==> config.mk <==
export PLATFORM = sky130hd
export DESIGN_NAME = midi_event_framer
export DESIGN_NICKNAME = d
export VERILOG_FILES = /design/src/rtl/midi_event_framer.sv
export SDC_FILE = /design/constraint.sdc
export NUM_CORES = 1
export LEC_CHECK = 0
export BUFFER_PORTS_ARGS = -buffer_cell sky130_fd_sc_hd__buf_2
export CORE_MARGIN = 5
export CORE_UTILIZATION = 45
export CTS_BUF_LIST = sky130_fd_sc_hd__clkbuf_4
export CTS_CLUSTER_DIAMETER = 150
export DETAILED_ROUTE_END_ITERATION = 10
export PLACE_DENSITY = 0.67
export SLEW_MARGIN = 30
export SYNTH_ARGS = -nofsm -noshare
export SYNTH_HDL_FRONTEND = slang
export SYNTH_SLANG_ARGS = --single-unit
==> constraint.sdc <==
create_clock -name clk -period 4.9 [get_ports clk]
set_input_delay 0.49 -clock clk [delete_from_list [all_inputs] [get_ports clk]]
set_output_delay 0.49 -clock clk [all_outputs]
set_load 0.01 [all_outputs]
==> src/rtl/midi_event_framer.sv <==
// Frames a raw MIDI byte stream into channel-voice events and buffers them in a small FIFO.
// Latency: event visible one cycle after its final data byte; consumer pops with valid&&ack, drops set sticky overflow when full.
module midi_event_framer #(
    parameter int FIFO_DEPTH          = 4,
    parameter bit NOTE_ON_ZERO_IS_OFF = 1'b1
) (
    input  logic                         clk,
    input  logic                         rst_n,
    input  logic [7:0]                   byte_data,
    input  logic                         byte_valid,
    output logic                         midi_event_valid,
    output logic [7:0]                   midi_command,
    output logic [6:0]                   midi_parameter_1,
    output logic [6:0]                   midi_parameter_2,
    input  logic                         midi_event_ack,
    output logic                         overflow,
    output logic [$clog2(FIFO_DEPTH):0]  fifo_level
);
    localparam int              PW      = $clog2(FIFO_DEPTH);
    localparam int              LW      = PW + 1;
    localparam logic [LW-1:0]   DEPTH_L = LW'(FIFO_DEPTH);

    typedef enum logic [1:0] {IDLE, WAIT_D1, WAIT_D2, SYSEX} state_t;

    state_t         state_q, state_d;
    logic [7:0]     status_q, status_d;
    logic [6:0]     p1_q, p1_d;

    logic           evt_done;
    logic [7:0]     evt_cmd;
    logic [6:0]     evt_p1, evt_p2;

    logic [7:0]     cmd_q [FIFO_DEPTH];
    logic [6:0]     par1_q [FIFO_DEPTH];
    logic [6:0]     par2_q [FIFO_DEPTH];
    logic [PW-1:0]  rd_ptr_q, wr_ptr_q;
    logic [LW-1:0]  level_q;
    logic           overflow_q;
    logic           push, pop;

    always_comb begin
        state_d  = state_q;
        status_d = status_q;
        p1_d     = p1_q;
        evt_done = 1'b0;
        evt_cmd  = status_q;
        evt_p1   = p1_q;
        evt_p2   = 7'd0;
        if (byte_valid) begin
            if (byte_data >= 8'hF8) begin
                // real-time bytes pass through without touching parser state
            end else if (byte_data[7]) begin
                if (byte_data < 8'hF0) begin
                    status_d = byte_data;
                    state_d  = WAIT_D1;
                end else begin
                    status_d = 8'h00;
                    state_d  = (byte_data == 8'hF0) ? SYSEX : IDLE;
                end
            end else begin
                case (state_q)
                    WAIT_D1: begin
                        p1_d = byte_data[6:0];
                        if (status_q[7:5] == 3'b110) begin
                            evt_done = 1'b1;
                            evt_p1   = byte_data[6:0];
                        end else begin
                            state_d = WAIT_D2;
                        end
                    end
                    WAIT_D2: begin
                        evt_done = 1'b1;
                        evt_p2   = byte_data[6:0];
                        state_d  = WAIT_D1;
                        if (NOTE_ON_ZERO_IS_OFF && status_q[7:4] == 4'h9 && byte_data[6:0] == 7'd0)
                            evt_cmd = {4'h8, status_q[3:0]};
                    end
                    default: ;
                endcase
            end
        end
    end

    always_ff @(posedge clk or negedge rst_n) begin
        if (!rst_n) begin
            state_q  <= IDLE;
            status_q <= 8'h00;
            p1_q     <= 7'd0;
        end else begin
            state_q  <= state_d;
            status_q <= status_d;
            p1_q     <= p1_d;
        end
    end

    // A pop in the same cycle frees the slot, so a push into a full FIFO still lands.
    assign pop  = midi_event_valid && midi_event_ack;
    assign push = evt_done && ((level_q != DEPTH_L) || pop);

    always_ff @(posedge clk or negedge rst_n) begin
        if (!rst_n) begin
            for (int i = 0; i < FIFO_DEPTH; i++) begin
                cmd_q[i]  <= 8'h00;
                par1_q[i] <= 7'd0;
                par2_q[i] <= 7'd0;
            end
            rd_ptr_q   <= '0;
            wr_ptr_q   <= '0;
            level_q    <= '0;
            overflow_q <= 1'b0;
        end else begin
            if (push) begin
                cmd_q[wr_ptr_q]  <= evt_cmd;
                par1_q[wr_ptr_q] <= evt_p1;
                par2_q[wr_ptr_q] <= evt_p2;
                wr_ptr_q         <= wr_ptr_q + PW'(1);
            end
            if (pop)
                rd_ptr_q <= rd_ptr_q + PW'(1);
            if (push && !pop)
                level_q <= level_q + LW'(1);
            else if (pop && !push)
                level_q <= level_q - LW'(1);
            if (evt_done && !push)
                overflow_q <= 1'b1;
        end
    end

    assign midi_event_valid = (level_q != '0);
    assign midi_command     = cmd_q[rd_ptr_q];
    assign midi_parameter_1 = par1_q[rd_ptr_q];
    assign midi_parameter_2 = par2_q[rd_ptr_q];
    assign overflow         = overflow_q;
    assign fifo_level       = level_q;
endmodule
# --- Word-level counts from Yosys, hierarchy flattened ---
# Cells that the tools add are included.
word_totals:
  register_bits: 113
  input_bits: 12
  out_inout_bits: 27
  word_cells: 99
op_classes:
  add_sub_neg: 4
  order_cmp: 5
  eq_ne: 7
  n_mux: 43
  bitwise_logic: 4
  n_reduce_logical: 17
ops:
  columns: ["cell", "n"]
  rows:
  - ["$mux W7", 14]
  - ["$mux W8", 9]
  - ["$bwmux W28", 2]
  - ["$bwmux W32", 1]
  - ["$bmux W7 S2", 2]
  - ["$bmux W8 S2", 1]
  - ["$demux W8 S2", 1]
  - ["$demux W7 S2", 1]
  - ["$eq A8 B8 Y1 const B", 1]
  - ["$ge A8 B8 Y1 const B", 1]
  - ["$lt A8 B8 Y1 const B", 1]
  - ["$mux W2", 4]
  - ["$reduce_and A4 Y1", 2]
  - ["$logic_and A1 B1 Y1", 7]
  - ["$logic_not A7 Y1", 1]
  - ["$ge A3 B3 Y1 const B", 2]
  - ["$mux W3", 2]
  - ["$ne A3 B3 Y1 const B", 2]
  - ["$not A2 Y3", 2]
  - ["$reduce_bool A3 Y1", 2]
  - ["$add A2 B1 Y2 const B", 2]
  - ["$eq A4 B4 Y1 const B", 1]
  - ["$mux W1", 4]
  - ["$pmux W2 S2", 1]
  - ["other kinds (12)", 14]

# --- Longest topological paths before layout ---
logic_depth:
  depth_word: 11
  mapped_depth: 12

# --- Worst setup path after synthesis ---
# No wires, ideal clock.
synth_timing:
  path_kind: "register -> register"
  startpoint: "register state_q[0]"
  endpoint: "register level_q[2], in the netlist fifo_level[2]"
  setup_ns: 0.079
  arrival_ns: 2.353
  required_ns: 4.821
  setup_slack_ns: 2.468
  path_stages_with_launch: 12
  cell_sequence: "dfrtp_1 -> inv_1 -> ha_1 -> nor3b_4 -> o211ai_1 -> inv_1 -> ha_1 -> inv_1 -> fa_1 -> xor2_1 -> nor2_1 -> xor2_1"
synth_between:
  elab_chain_len: 9
  elab_cells_between_ends: 12
synth_rtl:
  columns: ["item", "line", "rtl"]
  rows:
  - ["start, declared", "25", "state_t state_q, state_d;"]
  - ["start signal, assigned", "90", "state_q <= state_d;"]
  - ["$eq A2 B2 Y1 or $eq A2 B1 Y1 (tied branches)", "61", "case (state_q)"]
  - ["$pmux W1 S2 *", "61", null]
  - ["$mux W1 *", "52", "end else if (byte_data[7]) begin"]
  - ["$mux W1 *", "50", "if (byte_data >= 8'hF8) begin"]
  - ["$mux W1 *", "49", "if (byte_valid) begin"]
  - ["$logic_and A1 B1 Y1 *", "98", "assign push = evt_done && ((level_q != DEPTH_L) || pop);"]
  - ["net push", "39", "logic push, pop;"]
  - ["$logic_not A1 Y1", "122", "else if (pop && !push)"]
  - ["$logic_and A1 B1 Y1", "122", null]
  - ["$reduce_bool A2 Y1 (no line)", null, null]
  - ["end signal, assigned", "121", "level_q <= level_q + LW'(1);"]
  - ["end signal, assigned", "123", "level_q <= level_q - LW'(1);"]
  - ["end, declared", "37", "logic [LW-1:0] level_q;"]
# The timed path passes the listed nets; every way through them passes the cells marked *.
# A chain may end at the register's enable or synchronous reset.

# --- Worst setup path in the final report ---
layout_timing:
  startpoint: "register rd_ptr_q[0]"
  endpoint: "output midi_parameter_2[2]"
layout_between:
  elab_chain_len: 4
layout_rtl:
  columns: ["item", "line", "rtl"]
  rows:
  - ["start, declared", "36", "logic [PW-1:0] rd_ptr_q, wr_ptr_q;"]
  - ["start signal, assigned", "119", "rd_ptr_q <= rd_ptr_q + PW'(1);"]
  - ["$not A2 Y3 (implied by the code)", "132", "assign midi_parameter_2 = par2_q[rd_ptr_q];"]
  - ["$bmux W7 S2", "132", null]
  - ["$mux W7 (implied by the code) (2 in a row)", "132", null]
  - ["end, declared", "14", "output logic [6:0] midi_parameter_2,"]
# Every way passes these cells. The select of a mux whose other input is x is not followed.

==> flow_metrics.py <==
metrics = {
    "clocking": {
        "cts_setup_buffers": 0,
        "clk_path_buf_depth": 2,
        "cts.reportedPaths.clkPinSlew_ns": 0.10,
        "h-tree-depth": 4,
        "cts_resized": 0,
        "postCtsHoldBufs": 0,
        "tritoncts": "done",
        "numCtsBuffers": 17,
        "clock_sinks": 113,
        "cts_root_buf": "clkbuf_4",
        "insertion_delay_ns": 0.49,
    },
    "power_and_ir_drop": {
        "pwr-share-seq_pct": 46.7,
        "power.switching_uw": 1040,
        "powerDensity_mw_per_mm2": 549,
        "switching_share_pct": 33.9,
        "clkPwrFrac_pct": 20.5,
        "power_frac_comb_pct": 32.8,
        "leakagePower_uw": 0.00251,
        "p_int_uw": 2030,
        "peakVddDrop_v": 0.000312,
    },
    "timing": {
        "finalCritPeriodShare_pct": 56.3,
        "max_freq_mhz": 362,
        "setup_viol": 0,
        "rsz0062_at_grt": "no",
        "whs_ns": 0.0278,
        "worst_slew_margin_rel_pct": 38.3,
        "slew_violations": 0,
        "finalClockSkew_ns": 0.0161,
        "worst_pin_slew_ns": 0.925,
        "fin_setup_tns_ns": 0,
        "finalHoldViolCount": 0,
        "fin_crit_ns": 2.76,
    },
    "yosys": {
        "syn_area_mm2": 0.00507,
        "ys.warnings.count": 0,
        "syn_area_per_cell_um2": 11.8,
        "syn-num-nets": 451,
        "ys_types": 40,
        "synthCells": 431,
        "ys_seq_area_share_pct": 55.7,
        "ys_ff_latch": 113,
    },
    "floorplanning": {
        "num_rows": 38,
        "dieArea_mm2": 0.0135,
        "start_util_pct": 46.4,
        "pin_count": 39,
        "die_h_um": 116,
        "core_mm2": 0.0109,
        "die_w_um": 116,
    },
    "critical_path": {
        "cp_slowest_cell": "dfrtp_2",
        "cp-startpoint": "rd_ptr_q[0]",
        "cpLargestDelayFamily": "flip-flops",
        "r2r-end": "fifo_level[2]",
        "path_buf_inv": 2,
        "worstPathCellList": "buf_4 -> mux4_2 -> buf_2",
        "worstPathRequired_ns": 4.41,
        "cpPeakStageDelay_ns": 0.71,
        "r2r_cells": 11,
        "crit_cells": 3,
        "critical_path_arrival_ns": 2.27,
        "cp_max_fo": 15,
        "endpoint": "midi_parameter_2[2]",
        "worst_setup_path_start_kind": "flop",
        "critPathKind": "flop to output port",
        "cp-end-kind": "output port",
        "rr_startpoint": "state_q[0]",
        "r2r_setup_slack_ns": 2.24,
    },
    "global_route": {
        "grt_max_degree": 84,
        "gr-usage-all-layers_pct": 17.0,
        "antenna_found_initial": 0,
        "overflow": 0,
        "grt_pass1_vias": 3512,
        "grt_pass1_wl_mm": 17.7,
    },
    "routing": {
        "vias": 3313,
        "route.detailed.drc": 0,
        "drt-total-wl_mm": 10.2,
        "first_pass_iters": 4,
        "drt_iter0_drc": 156,
        "wire_per_inst_um": 16.5,
        "vias_per_cell": 5.34,
        "ant_nets": 0,
    },
    "placement": {
        "gp_congestion": 0.768,
        "hpwl_mm": 6.84,
        "postPlaceCellArea_mm2": 0.00533,
        "dp.cells": 588,
        "portBuffers": 38,
    },
    "final_layout": {
        "final_common_cell": "dfrtp_1",
        "final_cell_mix": "dfrtp_1, nand2_1, o21ai_1, buf_2, mux4_2",
        "final_cells": 620,
        "nets": 487,
        "postLayoutCoreUtil_pct": 51.1,
        "drive_gt1_share_pct": 24.2,
        "fillers": 989,
        "area_growth_syn_to_layout_pct": 10.1,
        "final_area_mm2": 0.00559,
    },
    "outcome": {
        "status": "complete, no violations",
    },
    "flow_run": {
        "drv_cap": 0,
    },
    "hold_path": {
        "hp-class": "input pin to async pin",
    },
}
## cell usage after synthesis (all sizes together)
cell type / number / area (µm²)
a21oi: 3 / 15.0
a221oi: 1 / 8.76
a41o: 1 / 10.0
a41oi: 1 / 8.76
and2: 1 / 6.26
and3: 2 / 12.5
and4: 1 / 8.76
and4b: 1 / 10.0
buf: 25 / 173
clkbuf: 3 / 11.3
dfrtp: 113 / 2830
fa: 1 / 20.0
ha: 7 / 87.6
inv: 13 / 48.8
mux2: 18 / 203
mux2i: 7 / 70.1
mux4: 22 / 495
nand2: 89 / 334
nand2b: 1 / 6.26
nand3: 8 / 40.0
nand4: 1 / 6.26
nor2: 6 / 22.5
nor3b: 1 / 18.8
nor4: 1 / 6.26
nor4b: 1 / 8.76
o2111ai: 4 / 82.6
o211ai: 1 / 7.51
o21ai: 88 / 440
o221ai: 1 / 8.76
o31ai: 1 / 7.51
or3: 1 / 6.26
or4b: 1 / 10.0
xnor2: 4 / 35.0
xor2: 2 / 17.5
## area by class of cell
| cell class | instances | area (µm²) | share of cell area (%) |
|---|---|---|---|
| Antenna cell | 1 | 2.50 | 0.0448 |
| Clock buffer | 21 | 158 | 2.82 |
| Clock inverter | 10 | 93.8 | 1.68 |
| Inverter | 13 | 48.8 | 0.873 |
| Multi-Input combinational cell | 277 | 2030 | 36.4 |
| Sequential cell | 113 | 2830 | 50.6 |
| Tap cell | 140 | 175 | 3.13 |
| Timing Repair Buffer | 45 | 249 | 4.45 |
## worst min path at each step
stage,end,depth (start not counted),slack (ns),start
finish,fifo_level[0],1,0.03,rst_n
global route,fifo_level[0],1,0.05,rst_n
CTS,fifo_level[0],1,0.05,rst_n
detailed placement,overflow,1,0.45,overflow
global placement,overflow,1,0.45,overflow
floorplan,cmd_q[0],0,0.19,rst_n
## metrics by stage
stage	setup WS (ns)	total power [µW]
finish	2.14	3070
detailed placement	2.15	2480
floorplan	2.47	2150
global placement	2.21	2430
CTS	1.74	3110
global route	1.95	3300
## state kept, by name (all words and copies together) (netlist names), 2 cells and up
name        count
wr_ptr_q        2
cmd_q          32
p1_q            7
par2_q         28
state_q         2
par1_q         28
rd_ptr_q        2
fifo_level      3
status_q        8
## per-layer routing
layer	GRT usage (%)	up-vias	wire, µm
met5	0	-	0
met4	4.80	0	121
met3	4.20	15	443
met2	27.2	68	4900
met1	23.2	1627	4740
li1	-	1603	-
## power by group through the flow
stage               registers [µW]  clock network [µW]  logic [µW]
detailed placement            1450                   0        1020
CTS                           1430                 648        1020
finish                        1430                 630        1000
floorplan                     1380                   0         778
global placement              1430                   0         993
global route                  1480                 695        1130
## kinds of logic after synthesis
family | after synthesis | synth area share (%)
fa+ha+maj | 8 | 2.12
buf+inv | 41 | 4.59
compound gates | 101 | 11.6
xor+xnor | 6 | 1.04
flops | 113 | 55.7
mux | 47 | 15.1
simple gates | 115 | 9.79
Power figures use the tool's default switching activity.
